<file path="src/rtl/code_lock_fsm_if.sv">
// Operator-side bundle for the code lock.
// Switches/buttons in, lamp/status outputs back.
interface code_lock_fsm_if #(
  parameter int WIDTH     = 2,
  parameter int DIGITS    = 3,
  parameter int MAX_TRIES = 3
);
  localparam int CW = $clog2(DIGITS + 1);
  localparam int TW = $clog2(MAX_TRIES + 1);

  logic [WIDTH-1:0] Switch;
  logic             Enter;
  logic             Program;
  logic             Unlocked;
  logic             Error;
  logic             Locked;
  logic [CW-1:0]    DigitCount;
  logic [TW-1:0]    TriesLeft;

  modport master (
    output Switch, Enter, Program,
    input  Unlocked, Error, Locked, DigitCount, TriesLeft
  );

  modport slave (
    input  Switch, Enter, Program,
    output Unlocked, Error, Locked, DigitCount, TriesLeft
  );
endinterface

</file>
<file path="src/rtl/code_lock_fsm.sv">
// Combination lock: digit entry, compare, lockout
// after repeated failures, and code reprogramming.
module code_lock_fsm #(
  parameter int WIDTH       = 2,
  parameter int DIGITS      = 3,
  parameter logic [DIGITS*WIDTH-1:0] DEFAULT_CODE = 6'b01_10_11,
  parameter int MAX_TRIES   = 3,
  parameter int LOCK_CYCLES = 16,
  parameter int TIMEOUT     = 64
) (
  input logic Clock,
  input logic Reset_n,
  code_lock_fsm_if.slave bus
);

  localparam int CW = $clog2(DIGITS + 1);
  localparam int TW = $clog2(MAX_TRIES + 1);
  localparam int LW = $clog2(LOCK_CYCLES + 1);
  localparam int OW = $clog2(TIMEOUT + 2);
  localparam int NB = DIGITS * WIDTH;

  typedef enum logic [2:0] {
    IDLE, ENTRY, CHECK, OPEN, PROG, LOCKOUT
  } state_t;

  state_t           state, state_n;
  logic             enter_q;
  logic [CW-1:0]    dcnt, dcnt_n;
  logic [TW-1:0]    tries, tries_n;
  logic [LW-1:0]    lock_cnt, lock_n;
  logic [OW-1:0]    tmo, tmo_n;
  logic             err, err_n;
  logic             cap, commit;
  logic             enter_rise, tmo_exp;
  logic [WIDTH-1:0] digits_q [DIGITS];
  logic [NB-1:0]    code;
  logic [NB-1:0]    entry_code, prog_code;

  assign enter_rise = bus.Enter & ~enter_q;
  assign tmo_exp = (TIMEOUT != 0) &&
                   (tmo == OW'(TIMEOUT - 1));

  // Flatten captured digits; first digit is the MSB field.
  // The commit image takes the final digit live from Switch.
  always_comb begin
    entry_code = '0;
    prog_code  = '0;
    for (int i = 0; i < DIGITS; i++) begin
      entry_code[(DIGITS-1-i)*WIDTH +: WIDTH] = digits_q[i];
      prog_code[(DIGITS-1-i)*WIDTH +: WIDTH] =
        (i == DIGITS - 1) ? bus.Switch : digits_q[i];
    end
  end

  // Next-state and next-register decode.
  always_comb begin
    state_n = state;
    dcnt_n  = dcnt;
    tries_n = tries;
    lock_n  = lock_cnt;
    tmo_n   = tmo;
    err_n   = 1'b0;
    cap     = 1'b0;
    commit  = 1'b0;
    unique case (state)
      IDLE: begin
        if (enter_rise) begin
          cap     = 1'b1;
          dcnt_n  = CW'(1);
          tmo_n   = '0;
          state_n = (DIGITS == 1) ? CHECK : ENTRY;
        end
      end
      ENTRY, PROG: begin
        if (enter_rise) begin
          cap    = 1'b1;
          dcnt_n = dcnt + CW'(1);
          tmo_n  = '0;
          if (dcnt_n == CW'(DIGITS)) begin
            if (state == PROG) begin
              commit  = 1'b1;
              dcnt_n  = '0;
              state_n = OPEN;
            end else begin
              state_n = CHECK;
            end
          end
        end else if (tmo_exp) begin
          dcnt_n  = '0;
          tmo_n   = '0;
          state_n = (state == PROG) ? OPEN : IDLE;
        end else if (TIMEOUT != 0) begin
          tmo_n = tmo + OW'(1);
        end
      end
      CHECK: begin
        dcnt_n = '0;
        if (entry_code == code) begin
          tries_n = TW'(MAX_TRIES);
          state_n = OPEN;
        end else begin
          tries_n = tries - TW'(1);
          err_n   = 1'b1;
          if (tries == TW'(1)) begin
            lock_n  = LW'(LOCK_CYCLES - 1);
            state_n = LOCKOUT;
          end else begin
            state_n = IDLE;
          end
        end
      end
      OPEN: begin
        if (enter_rise) begin
          dcnt_n  = '0;
          tmo_n   = '0;
          state_n = bus.Program ? PROG : IDLE;
        end
      end
      LOCKOUT: begin
        if (lock_cnt == '0) begin
          tries_n = TW'(MAX_TRIES);
          state_n = IDLE;
        end else begin
          lock_n = lock_cnt - LW'(1);
        end
      end
      default: state_n = IDLE;
    endcase
  end

  // State and control registers.
  always_ff @(posedge Clock or negedge Reset_n) begin
    if (!Reset_n) begin
      state    <= IDLE;
      enter_q  <= 1'b1;
      dcnt     <= '0;
      tries    <= TW'(MAX_TRIES);
      lock_cnt <= '0;
      tmo      <= '0;
      err      <= 1'b0;
    end else begin
      state    <= state_n;
      enter_q  <= bus.Enter;
      dcnt     <= dcnt_n;
      tries    <= tries_n;
      lock_cnt <= lock_n;
      tmo      <= tmo_n;
      err      <= err_n;
    end
  end

  // Digit capture buffer and stored code.
  always_ff @(posedge Clock or negedge Reset_n) begin
    if (!Reset_n) begin
      for (int i = 0; i < DIGITS; i++) digits_q[i] <= '0;
      code <= DEFAULT_CODE;
    end else begin
      if (cap) begin
        for (int i = 0; i < DIGITS; i++)
          if (dcnt == CW'(i)) digits_q[i] <= bus.Switch;
      end
      if (commit) code <= prog_code;
    end
  end

  assign bus.Unlocked   = (state == OPEN) || (state == PROG);
  assign bus.Locked     = (state == LOCKOUT);
  assign bus.Error      = err;
  assign bus.DigitCount = dcnt;
  assign bus.TriesLeft  = tries;

endmodule

</file>
<file path="src/flat_wrapper.sv">
// flat-port wrapper written by rule: the top's interface ports become plain ports
module code_lock_fsm_flat 
#(
  parameter int WIDTH       = 2,
  parameter int DIGITS      = 3,
  parameter logic [DIGITS*WIDTH-1:0] DEFAULT_CODE = 6'b01_10_11,
  parameter int MAX_TRIES   = 3,
  parameter int LOCK_CYCLES = 16,
  parameter int TIMEOUT     = 64
)
  (Clock, Reset_n, bus_Switch, bus_Enter, bus_Program, bus_Unlocked, bus_Error, bus_Locked, bus_DigitCount, bus_TriesLeft);
  code_lock_fsm_if #(.WIDTH(WIDTH), .DIGITS(DIGITS), .MAX_TRIES(MAX_TRIES)) bus_i ();
  input logic Clock;
  input logic Reset_n;
  input wire logic [$bits(bus_i.Switch)-1:0] bus_Switch;
  input wire logic [$bits(bus_i.Enter)-1:0] bus_Enter;
  input wire logic [$bits(bus_i.Program)-1:0] bus_Program;
  output wire logic [$bits(bus_i.Unlocked)-1:0] bus_Unlocked;
  output wire logic [$bits(bus_i.Error)-1:0] bus_Error;
  output wire logic [$bits(bus_i.Locked)-1:0] bus_Locked;
  output wire logic [$bits(bus_i.DigitCount)-1:0] bus_DigitCount;
  output wire logic [$bits(bus_i.TriesLeft)-1:0] bus_TriesLeft;
  assign bus_i.Switch = bus_Switch;
  assign bus_i.Enter = bus_Enter;
  assign bus_i.Program = bus_Program;
  assign bus_Unlocked = bus_i.Unlocked;
  assign bus_Error = bus_i.Error;
  assign bus_Locked = bus_i.Locked;
  assign bus_DigitCount = bus_i.DigitCount;
  assign bus_TriesLeft = bus_i.TriesLeft;
  code_lock_fsm #(.WIDTH(WIDTH), .DIGITS(DIGITS), .DEFAULT_CODE(DEFAULT_CODE), .MAX_TRIES(MAX_TRIES), .LOCK_CYCLES(LOCK_CYCLES), .TIMEOUT(TIMEOUT)) u_core (.Clock(Clock), .Reset_n(Reset_n), .bus(bus_i));
endmodule
</file>
<file path="config.mk">
export PLATFORM = sky130hd
export DESIGN_NAME = code_lock_fsm_flat
export DESIGN_NICKNAME = d
export VERILOG_FILES = /design/src/rtl/code_lock_fsm_if.sv /design/src/rtl/code_lock_fsm.sv /design/src/flat_wrapper.sv
export SDC_FILE = /design/constraint.sdc
export NUM_CORES = 1
export LEC_CHECK = 0
export CORE_MARGIN = 1
export CORE_UTILIZATION = 60
export DETAILED_ROUTE_END_ITERATION = 6
export GPL_TIMING_DRIVEN = 0
export PLACE_DENSITY = 0.82
export SYNTH_ARGS = -nofsm -noshare
export SYNTH_HDL_FRONTEND = slang
export SYNTH_SLANG_ARGS = --single-unit
</file>
<file path="constraint.sdc">
create_clock -name Clock -period 4.1 [get_ports Clock]
set_clock_uncertainty 0.15 [all_clocks]
set_input_delay 0.615 -clock Clock [delete_from_list [all_inputs] [get_ports Clock]]
set_output_delay 0.615 -clock Clock [all_outputs]
set_load 0.02 [all_outputs]
</file>
==> results.sh, run 1 <==
export IMPL_dp_hpwl_mm=2.74
export IMPL_endpoint_kind="output port"
export IMPL_drc=0
export IMPL_fin_nets=219
export IMPL_status="completed"
export IMPL_htree_levels=2
export IMPL_dr_max_layer_used="met4"
export IMPL_timing_rr_start="u_core.lock_cnt[0]$_DFFE_PN0P_"
export IMPL_fin_ws_ns=1.26
export IMPL_grt_ovfl_total=0
export IMPL_synth_largest_area_cell="dfrtp_1"
export IMPL_fmax_ghz=0.352
export IMPL_dr_pass1_iters=7
export IMPL_synth_cells=187
export IMPL_wirelength_mm=3.74
export IMPL_drv_cap=0
export IMPL_power_frac_comb_pct=37.9
export IMPL_cpMaxStageDelayCell="clkdlybuf4s50_1"
export IMPL_critPathMaxFanout=10
export IMPL_cellPowerDensity_nw_per_um2=509
export IMPL_gp_congestion=0.818
export IMPL_slew_viol_final=0
export IMPL_clock_sinks=33
export IMPL_grt_max_degree=34
export IMPL_cts_resized=0
export IMPL_grt_pass1_vias=1393
export IMPL_cts_tree="done"
export IMPL_setup_worst_path_start_class="register"
export IMPL_worstPathCellList="buf_4 -> nor2_1 -> a21o_1 -> clkdlybuf4s50_1"
export IMPL_stdcell_area_um2=2090
export IMPL_wl_met2_mm=1.76
export IMPL_critical_path_buf_inv_count=2
export IMPL_crit_type="reg2out"
export IMPL_start_util_pct=65.7
export IMPL_die_w_um=57.9
export IMPL_power_frac_seq_pct=44.1
export IMPL_whs_ns=0.173
export IMPL_syn_nets=200
export IMPL_drt_met1_wl_mm=1.71
export IMPL_die_area_um2=3350
export IMPL_worstMarginPinSlew_ns=0.728
export IMPL_rr_endpoint="u_core.state[2]$_DFFE_PN0P_"
export IMPL_vdd_drop_max_uv=389
export IMPL_arrival_ns=2.08
export IMPL_p_leak_nw=0.977
export IMPL_crit_start="u_core.state[2]$_DFFE_PN0P_"
export IMPL_placed_cell_area_um2=2030
export IMPL_syn_mean_instance_area_um2=10.0
export IMPL_p_sw_mw=0.392
export IMPL_core_area_um2=2850
export IMPL_cp_required_ns=3.34
export IMPL_crit_path_end="bus_Unlocked"
export IMPL_cpLargestDelayFamily="buffers and inverters"
export IMPL_synth_top_area_share_pct=34.7
export IMPL_min_period_ns=2.84
export IMPL_ys_seq_area_share_pct=44.5
export IMPL_finalHoldViolCount=0
export IMPL_ys_ff_latch=33
export IMPL_yosys_warnings=0
export IMPL_cts_path_max_buffers=2
export IMPL_n_antenna_cell=0
export IMPL_rsz0062_at_grt="no"
export IMPL_swShare_pct=37.0
export IMPL_vias=1457
export IMPL_reg2reg_slack_ns=2.16
export IMPL_clkPwrFrac_pct=18.1
export IMPL_cts_setup_buffers=0
export IMPL_yosys_top_cells_area="dfrtp_1 (35%), dfstp_2 (9.8%), mux2_2 (7.2%), ha_1 (4.7%), xnor2_1 (4.2%)"
export IMPL_grt_pass1_wl_mm=6.31
export IMPL_syn_area_um2=1880
export IMPL_drtIter0Drc=86
export IMPL_viasPerCell=6.12
export IMPL_chipHeight_um=57.9
export IMPL_antenna_found_initial=0
export IMPL_path_clk_slew_ns=0.10
export IMPL_yosys_cell_types_count=42
export IMPL_met3WireLength_um=187
export IMPL_rows=19
export IMPL_drtAntennaViolNets=0
export IMPL_wl_per_cell_um=15.7
export IMPL_r2r_cells=7
export IMPL_dp_slack_ns=1.63
export IMPL_slowest_delay_ns=0.59
export IMPL_hold_class="in2async"
export IMPL_fin_crit_sh_pct=69.4
export IMPL_syn_to_final_growth_pct=11.3
export IMPL_track_usage_pct=25.2
export IMPL_cp_depth=4
export IMPL_setup_tns_ns=0
export IMPL_io_buffers=12
export IMPL_cts_buffers=5
export IMPL_drive_gt1_share_pct=18.8
export IMPL_holdBufCountCts=0
export IMPL_clock_latency_ns=0.34
export IMPL_root_buffer="clkbuf_4"
export IMPL_finalSetupViolations=0
export IMPL_io_pins=13
export IMPL_relSlewSlack_pct=51.5
export IMPL_p_int_mw=0.670
[how the worst min path moves through the flow]
stage / from / endpoint / slack, ns / cells after the start
2_1_floorplan: Reset_n / u_core.bus.DigitCount[0]$_DFFE_PN0P_ / 0.17 / 0
5_1_grt: Reset_n / u_core.tmo[3]$_DFFE_PN0P_ / 0.22 / 1
6_report: Reset_n / u_core.lock_cnt[1]$_DFFE_PN0P_ / 0.17 / 1
3_5_place_dp: u_core.tmo[0]$_DFFE_PN0P_ / u_core.tmo[0]$_DFFE_PN0P_ / 0.35 / 1
4_1_cts: u_core.tmo[0]$_DFFE_PN0P_ / u_core.tmo[0]$_DFFE_PN0P_ / 0.36 / 1
3_3_place_gp: u_core.tmo[0]$_DFFE_PN0P_ / u_core.tmo[0]$_DFFE_PN0P_ / 0.33 / 1
[cells in the mapped netlist, drive strengths merged]
library cell,n
inv,10
mux2,12
o21ai,15
a31oi,3
and2,1
a22o,2
a21boi,1
o21a,2
or3,4
nand2b,5
a211oi,1
nor4b,1
nand3b,1
dfrtp,26
o32a,1
buf,5
nor3,7
nor2,19
or2b,1
and3,3
nand4bb,1
o2bb2ai,1
nor2b,2
ha,7
a2bb2oi,1
o31ai,2
dfstp,7
a32o,1
or2,1
a22oi,2
nand3,4
a21oi,8
nand2,14
nand4,2
xnor2,9
a21o,3
o22ai,2
[cell families (layout without fill, tap and decap cells)]
kind of cell / Yosys count / count (layout) / synth area share (%)
compound gates: 45 / 45 / 15.7
flops: 33 / 33 / 44.5
mux: 12 / 12 / 7.20
simple gates: 66 / 66 / 19.7
fa+ha+maj: 7 / 7 / 4.67
buf+inv: 15 / 35 / 4.07
xor+xnor: 9 / 9 / 4.20
[cell usage in the layout, fill, tap and decap left out, drive strengths merged, types with 2 or more instances in the layout]
cell type,count
a21o,3
a21oi,8
a22o,2
a22oi,2
a31oi,3
and3,3
buf,6
clkbuf,8
clkdlybuf4s50,11
dfrtp,26
dfstp,7
ha,7
inv,10
mux2,12
nand2,14
nand2b,5
nand3,4
nand4,2
nor2,19
nor2b,2
nor3,7
o21a,2
o21ai,15
o22ai,2
o31ai,2
or3,4
xnor2,9
[registers in the layout (all words and copies together) (netlist names)]
name,count
u_core.digits_q,6
u_core.code,6
u_core.state,3
u_core.bus.TriesLeft,2
u_core.bus.DigitCount,2
u_core.lock_cnt,5
u_core.tmo,7
u_core.enter_q,1
u_core.bus.Error,1
[metal layers]
layer / track usage (%) / vias up
li1: - / 703
met1: 32.8 / 701
met2: 38.6 / 42
met3: 7.81 / 11
met4: 11.6 / 0
met5: 0 / -
[through the flow]
stage                     total power [mW]  utilization [%]  cells
after floorplan                      0.747                -    187
after global placement               0.843             71.3    230
after detailed placement             0.870             71.3    230
after CTS                             1.06             73.4    238
after global routing                  1.13             73.2    238
final                                 1.06             73.2    238
[area by class of cell]
cell class / instances / area (um^2)
Timing Repair Buffer: 12 / 115
Inverter: 10 / 37.5
Sequential cell: 33 / 835
Clock buffer: 8 / 58.8
Multi-Input combinational cell: 139 / 965
Buffer: 5 / 38.8
Tap cell: 31 / 38.8
Fill cell: 210 / 764
[power by group through the flow]
stage | clock network, mW | registers [mW] | logic, mW
2_1_floorplan | 0 | 0.477 | 0.270
3_3_place_gp | 0 | 0.465 | 0.378
3_5_place_dp | 0 | 0.474 | 0.396
4_1_cts | 0.194 | 0.467 | 0.399
5_1_grt | 0.209 | 0.478 | 0.444
6_report | 0.192 | 0.468 | 0.402
Note: power is estimated with default switching activity, not from simulation.
==> inputs of run 2 (changes only) <==
--- a/config.mk
+++ b/config.mk
@@ -6,10 +6,10 @@
 export NUM_CORES = 1
 export LEC_CHECK = 0
 export CORE_MARGIN = 1
-export CORE_UTILIZATION = 60
+export CORE_UTILIZATION = 52
 export DETAILED_ROUTE_END_ITERATION = 6
 export GPL_TIMING_DRIVEN = 0
-export PLACE_DENSITY = 0.82
+export PLACE_DENSITY = 0.76
 export SYNTH_ARGS = -nofsm -noshare
 export SYNTH_HDL_FRONTEND = slang
 export SYNTH_SLANG_ARGS = --single-unit
==> constraint.sdc (replaced) <==
create_clock -name Clock -period 2.34 [get_ports Clock]
set_clock_uncertainty 0.15 [all_clocks]
set_input_delay 0.351 -clock Clock [delete_from_list [all_inputs] [get_ports Clock]]
set_output_delay 0.351 -clock Clock [all_outputs]
set_load 0.02 [all_outputs]
==> results.sh, run 2 (same netlist as run 1, synthesis figures left out) <==
export IMPL_cts_setup_buffers=0
export IMPL_die_area_um2=3850
export IMPL_drc=0
export IMPL_hold_path_cell_count=1
export IMPL_n_antenna_cell=0
export IMPL_finalSetupViolations=0
export IMPL_htree_levels=2
export IMPL_fmax_ghz=0.455
export IMPL_worstPathCellList="buf_4 -> buf_2 -> nor2_1 -> a21o_1 -> dlygate4sd2_1"
export IMPL_p_leak_nw=1.01
export IMPL_wirelength_mm=3.73
export IMPL_clock_latency_ns=0.34
export IMPL_setup_worst_path_start_class="register"
export IMPL_cellPowerDensity_nw_per_um2=908
export IMPL_r2r_cells=6
export IMPL_slowest_delay_ns=0.40
export IMPL_dp_cells=245
export IMPL_rsz0062_at_grt="no"
export IMPL_cp_required_ns=1.84
export IMPL_hold_class="in2reg"
export IMPL_status="completed"
export IMPL_fin_crit_sh_pct=93.9
export IMPL_setup_tns_ns=0
export IMPL_timing_rr_start="u_core.tmo[0]$_DFFE_PN0P_"
export IMPL_arrival_ns=1.70
export IMPL_cts_buffers=5
export IMPL_syn_to_final_growth_pct=14.0
export IMPL_hold_end="u_core.enter_q$_DFF_PN1_"
export IMPL_whs_ns=0.323
export IMPL_vias=1426
export IMPL_grt_ovfl_total=0
export IMPL_root_buffer="clkbuf_4"
export IMPL_min_period_ns=2.20
export IMPL_antenna_found_initial=0
export IMPL_cpMaxStageDelayCell="dfrtp_1"
export IMPL_start_util_pct=55.3
export IMPL_drtAntennaViolNets=0
export IMPL_regMostFlops="u_core.tmo"
export IMPL_dp_hpwl_mm=2.82
export IMPL_clock_sinks=33
export IMPL_grt_pass1_wl_mm=6.31
export IMPL_viasPerCell=5.61
export IMPL_finalHoldViolCount=0
export IMPL_grt_pass1_vias=1391
export IMPL_min_from="bus_Enter"
export IMPL_endpoint_kind="output port"
export IMPL_rr_endpoint="u_core.tmo[2]$_DFFE_PN0P_"
export IMPL_cts_path_max_buffers=2
export IMPL_largest_register_ffs=7
export IMPL_path_clk_slew_ns=0.10
export IMPL_grt_max_degree=34
export IMPL_slew_viol_final=0
export IMPL_track_usage_pct=23.1
export IMPL_dr_pass1_iters=4
export IMPL_io_buffers=12
export IMPL_cts_tree="done"
export IMPL_reg_top3="u_core.tmo (7), u_core.code (6), u_core.digits_q (6)"
export IMPL_gp_congestion=0.842
export IMPL_drv_cap=0
export IMPL_crit_type="reg2out"
export IMPL_io_pins=13
export IMPL_die_w_um=62.1
export IMPL_critPathMaxFanout=10
export IMPL_fin_cells=254
export IMPL_core_area_um2=3390
export IMPL_wl_per_cell_um=14.7
export IMPL_rows=21
export IMPL_final_common_cell="dfrtp_1"
export IMPL_worstMarginPinSlew_ns=0.732
export IMPL_reg2reg_slack_ns=0.40
export IMPL_vdd_drop_max_uv=614
export IMPL_relSlewSlack_pct=51.2
export IMPL_drive_gt1_share_pct=19.7
export IMPL_chipHeight_um=62.1
export IMPL_final_cell_mix="dfrtp_1 (26), nor2_1 (16), o21ai_0 (15)"
export IMPL_drtIter0Drc=54
export IMPL_fin_nets=220
run 2: cell types whose count changed in the layout (fill, tap and decap cells not counted):
cell,delta
nor2_2,+1
clkbuf_1,-1
nor2_1,-1
clkinv_2,+1
dlygate4sd3_1,+1
dlygate4sd2_1,+1
clkbuf_8,-1
bufinv_16,+1
clkdlybuf4s50_1,-2
dlymetal6s2s_1,+1
run 2: worst max path at each step:
stage                                               from                           to  slack [ns]  depth (start not counted)
floorplan           u_core.bus.DigitCount[0]$_DFFE_PN0P_  u_core.state[1]$_DFFE_PN0P_        0.55                          6
global placement                                 Reset_n    u_core.tmo[4]$_DFFE_PN0P_        0.17                          1
detailed placement                             bus_Enter   u_core.code[2]$_DFFE_PN0P_        0.18                          4
CTS                          u_core.state[2]$_DFFE_PN0P_                   bus_Locked        0.04                          4
global route                 u_core.state[1]$_DFFE_PN0P_                 bus_Unlocked        0.02                          5
finish                       u_core.state[1]$_DFFE_PN0P_                 bus_Unlocked        0.14                          5
run 2: cell type report:
cell class	count	area, um^2
Fill cell	269	1250
Sequential cell	33	835
Clock buffer	6	41.3
Clock inverter	2	35.0
Buffer	5	38.8
Tap cell	46	57.6
Timing Repair Buffer	13	126
Multi-Input combinational cell	139	967
Inverter	10	37.5
run 2: metal layers:
layer	vias to the layer above	track usage [%]	part of all wire (%)
li1	700	-	-
met1	700	28.6	45
met2	22	38.6	51
met3	4	7.04	3.0
met4	0	6.98	1.2
met5	-	0	0
run 2: worst max-delay path, delay by kind of cell, from the launching register on:
family	cells	cell delay, ns
buf+inv	3	0.73
flops	1	0.40
compound gates	1	0.15
simple gates	1	0.08
run 2: through the flow:
stage / setup WS (ns) / power, mW / utilization [%] / instance area (um^2)
floorplan: 0.551 / 1.31 / - / 1880
global placement: 0.166 / 1.49 / 60.6 / 2050
detailed placement: 0.178 / 1.53 / 60.4 / 2050
CTS: 0.0387 / 1.95 / 63.0 / 2140
global route: 0.0193 / 2.08 / 63.1 / 2140
finish: 0.143 / 1.94 / 63.1 / 2140
run 2: where the power goes:
part / internal, mW / total (mW) / switching (mW) / leakage (nW)
registers: 0.702 / 0.817 / 0.115 / 0.416
clock network: 0.224 / 0.427 / 0.203 / 0.0422
logic: 0.324 / 0.698 / 0.374 / 0.556
total: 1.25 / 1.94 / 0.692 / 1.01
run 2: timing repair:
item | CTS | global route
setup endpoints to repair | 1 | 1
hold buffers | 1 | 0
endpoints found under the hold margin | 26 | 0
resized for setup | 2 | 1
==> inputs of run 3 (changes only) <==
--- a/config.mk
+++ b/config.mk
@@ -6,10 +6,12 @@
 export NUM_CORES = 1
 export LEC_CHECK = 0
 export CORE_MARGIN = 1
-export CORE_UTILIZATION = 52
+export CORE_UTILIZATION = 55
+export CTS_BUF_LIST = sky130_fd_sc_hd__clkbuf_4
+export CTS_CLUSTER_DIAMETER = 80
 export DETAILED_ROUTE_END_ITERATION = 6
 export GPL_TIMING_DRIVEN = 0
-export PLACE_DENSITY = 0.76
+export PLACE_DENSITY = 0.79
 export SYNTH_ARGS = -nofsm -noshare
 export SYNTH_HDL_FRONTEND = slang
 export SYNTH_SLANG_ARGS = --single-unit
==> results.sh, run 3 (same netlist as run 1, synthesis figures left out) <==
export IMPL_wl_per_cell_um=14.1
export IMPL_start_util_pct=59.5
export IMPL_grt_ovfl_total=0
export IMPL_finalHoldViolCount=0
export IMPL_setup_worst_path_start_class="register"
export IMPL_antenna_found_initial=0
export IMPL_cp_required_ns=1.84
export IMPL_cts_buffers=5
export IMPL_viasPerCell=5.73
export IMPL_drive_gt1_share_pct=19.3
export IMPL_dp_hpwl_mm=2.65
export IMPL_fin_nets=220
export IMPL_rsz0062_at_grt="no"
export IMPL_die_w_um=60.4
export IMPL_hold_class="in2reg"
export IMPL_cellPowerDensity_nw_per_um2=852
export IMPL_dr_pass1_iters=4
export IMPL_slowest_delay_ns=0.42
export IMPL_p_leak_nw=0.998
export IMPL_cts_setup_buffers=0
export IMPL_drtIter0Drc=103
export IMPL_total_power_mw=1.80
export IMPL_finalSetupViolations=0
export IMPL_grt_max_degree=34
export IMPL_drtAntennaViolNets=0
export IMPL_min_period_ns=2.19
export IMPL_clock_latency_ns=0.34
export IMPL_arrival_ns=1.69
export IMPL_fin_ws_ns=0.147
export IMPL_drv_cap=0
export IMPL_setup_tns_ns=0
export IMPL_rows=20
export IMPL_die_area_um2=3650
export IMPL_cpMaxStageDelayCell="dfrtp_1"
export IMPL_fmax_ghz=0.456
export IMPL_cts_tree="done"
export IMPL_endpoint_kind="output port"
export IMPL_syn_to_final_growth_pct=12.5
export IMPL_stdcell_area_um2=2110
export IMPL_worstMarginPinSlew_ns=0.713
export IMPL_cpLargestDelayFamily="buffers and inverters"
export IMPL_fin_crit_sh_pct=93.7
export IMPL_io_buffers=12
export IMPL_root_buffer="clkbuf_4"
export IMPL_grt_pass1_vias=1420
export IMPL_reg_top3="u_core.tmo (7), u_core.code (6), u_core.digits_q (6)"
export IMPL_drc=0
export IMPL_cts_path_max_buffers=2
export IMPL_final_cell_mix="dfrtp_1 (26), nor2_1 (16), o21ai_0 (15)"
export IMPL_n_antenna_cell=0
export IMPL_crit_type="reg2out"
export IMPL_wirelength_mm=3.54
export IMPL_final_common_cell="dfrtp_1"
export IMPL_core_area_um2=3150
export IMPL_grt_pass1_wl_mm=6.13
export IMPL_dp_slack_ns=0.113
export IMPL_regMostFlops="u_core.tmo"
export IMPL_chipHeight_um=60.4
export IMPL_vias=1439
export IMPL_status="completed"
export IMPL_io_pins=13
export IMPL_placed_cell_area_um2=2050
export IMPL_vdd_drop_max_uv=492
export IMPL_gp_congestion=0.896
export IMPL_track_usage_pct=23.3
export IMPL_htree_levels=2
export IMPL_largest_register_ffs=7
export IMPL_whs_ns=0.315
export IMPL_worstPathCellList="buf_4 -> buf_2 -> nor2_1 -> a21o_1 -> clkdlybuf4s15_1"
export IMPL_slew_viol_final=0
export IMPL_clock_sinks=33
export IMPL_critical_path_buf_inv_count=3
export IMPL_critPathMaxFanout=10
export IMPL_path_clk_slew_ns=0.10
export IMPL_fill_cells=270
export IMPL_relSlewSlack_pct=52.5
[run 3: repair_timing]
| action | in CTS | in global routing |
|---|---|---|
| endpoints found under the hold margin | 0 | 26 |
| endpoints found under the setup margin | 1 | 2 |
| hold buffers | 0 | 1 |
| resized for setup | 2 | 2 |
[run 3: worst register-to-register path, delay by kind of cell, from the launching register on]
family	cells	cell delay, ns
adder cells (fa/ha/maj)	1	0.20
flip-flops	1	0.39
AO/OA/AOI/OAI	3	0.68
AND/OR/NAND/NOR	2	0.42
[run 3: path summary, 6_finish.rpt]
| kind | startpoint | endpoint | slack (ns) | cells after the start |
|---|---|---|---|---|
| max | u_core.state[1]$_DFFE_PN0P_ | bus_Unlocked | 0.15 | 5 |
| min | bus_Enter | u_core.enter_q$_DFF_PN1_ | 0.31 | 1 |
| max reg2reg | u_core.tmo[0]$_DFFE_PN0P_ | u_core.state[2]$_DFFE_PN0P_ | 0.43 | 6 |
| min reg2reg | u_core.tmo[0]$_DFFE_PN0P_ | u_core.tmo[0]$_DFFE_PN0P_ | 0.35 | 1 |
| max in group asynchronous | Reset_n | u_core.tmo[4]$_DFFE_PN0P_ | 1.13 | 2 |
| min in group asynchronous | Reset_n | u_core.lock_cnt[3]$_DFFE_PN0P_ | 0.44 | 2 |
[run 3: where the power goes]
group,switching [mW],total [mW],internal (mW),leakage [nW]
combinational,0.365,0.689,0.324,0.553
sequential,0.111,0.813,0.702,0.416
clock,0.175,0.296,0.120,0.0292
total,0.652,1.80,1.15,0.998
[run 3: stage by stage]
| stage | instances | utilization, % |
|---|---|---|
| floorplan | 187 | - |
| global placement | 243 | 65.0 |
| detailed placement | 243 | 65.0 |
| CTS | 250 | 66.6 |
| global route | 251 | 66.9 |
| finish | 251 | 66.9 |
[run 3: cell type report]
class	instances	area, um^2	share of cell area (%)
inverter	10	37.5	1.78
clock inverter	1	3.75	0.178
sequential	33	835	39.6
tap	44	55.1	2.61
clock buffer	6	45.0	2.14
multi-input combinational	139	967	45.8
buffer	5	38.8	1.84
timing repair buffer	13	128	6.05
[run 3: per-layer routing]
metal	wire length [um]	track usage (%)	share of wire, %	up-vias
met5	0	0	0	-
met4	81	12.6	2.3	0
met3	190	6.40	5.4	11
met2	1630	36.4	46	46
met1	1640	29.5	46	684
li1	-	-	-	698
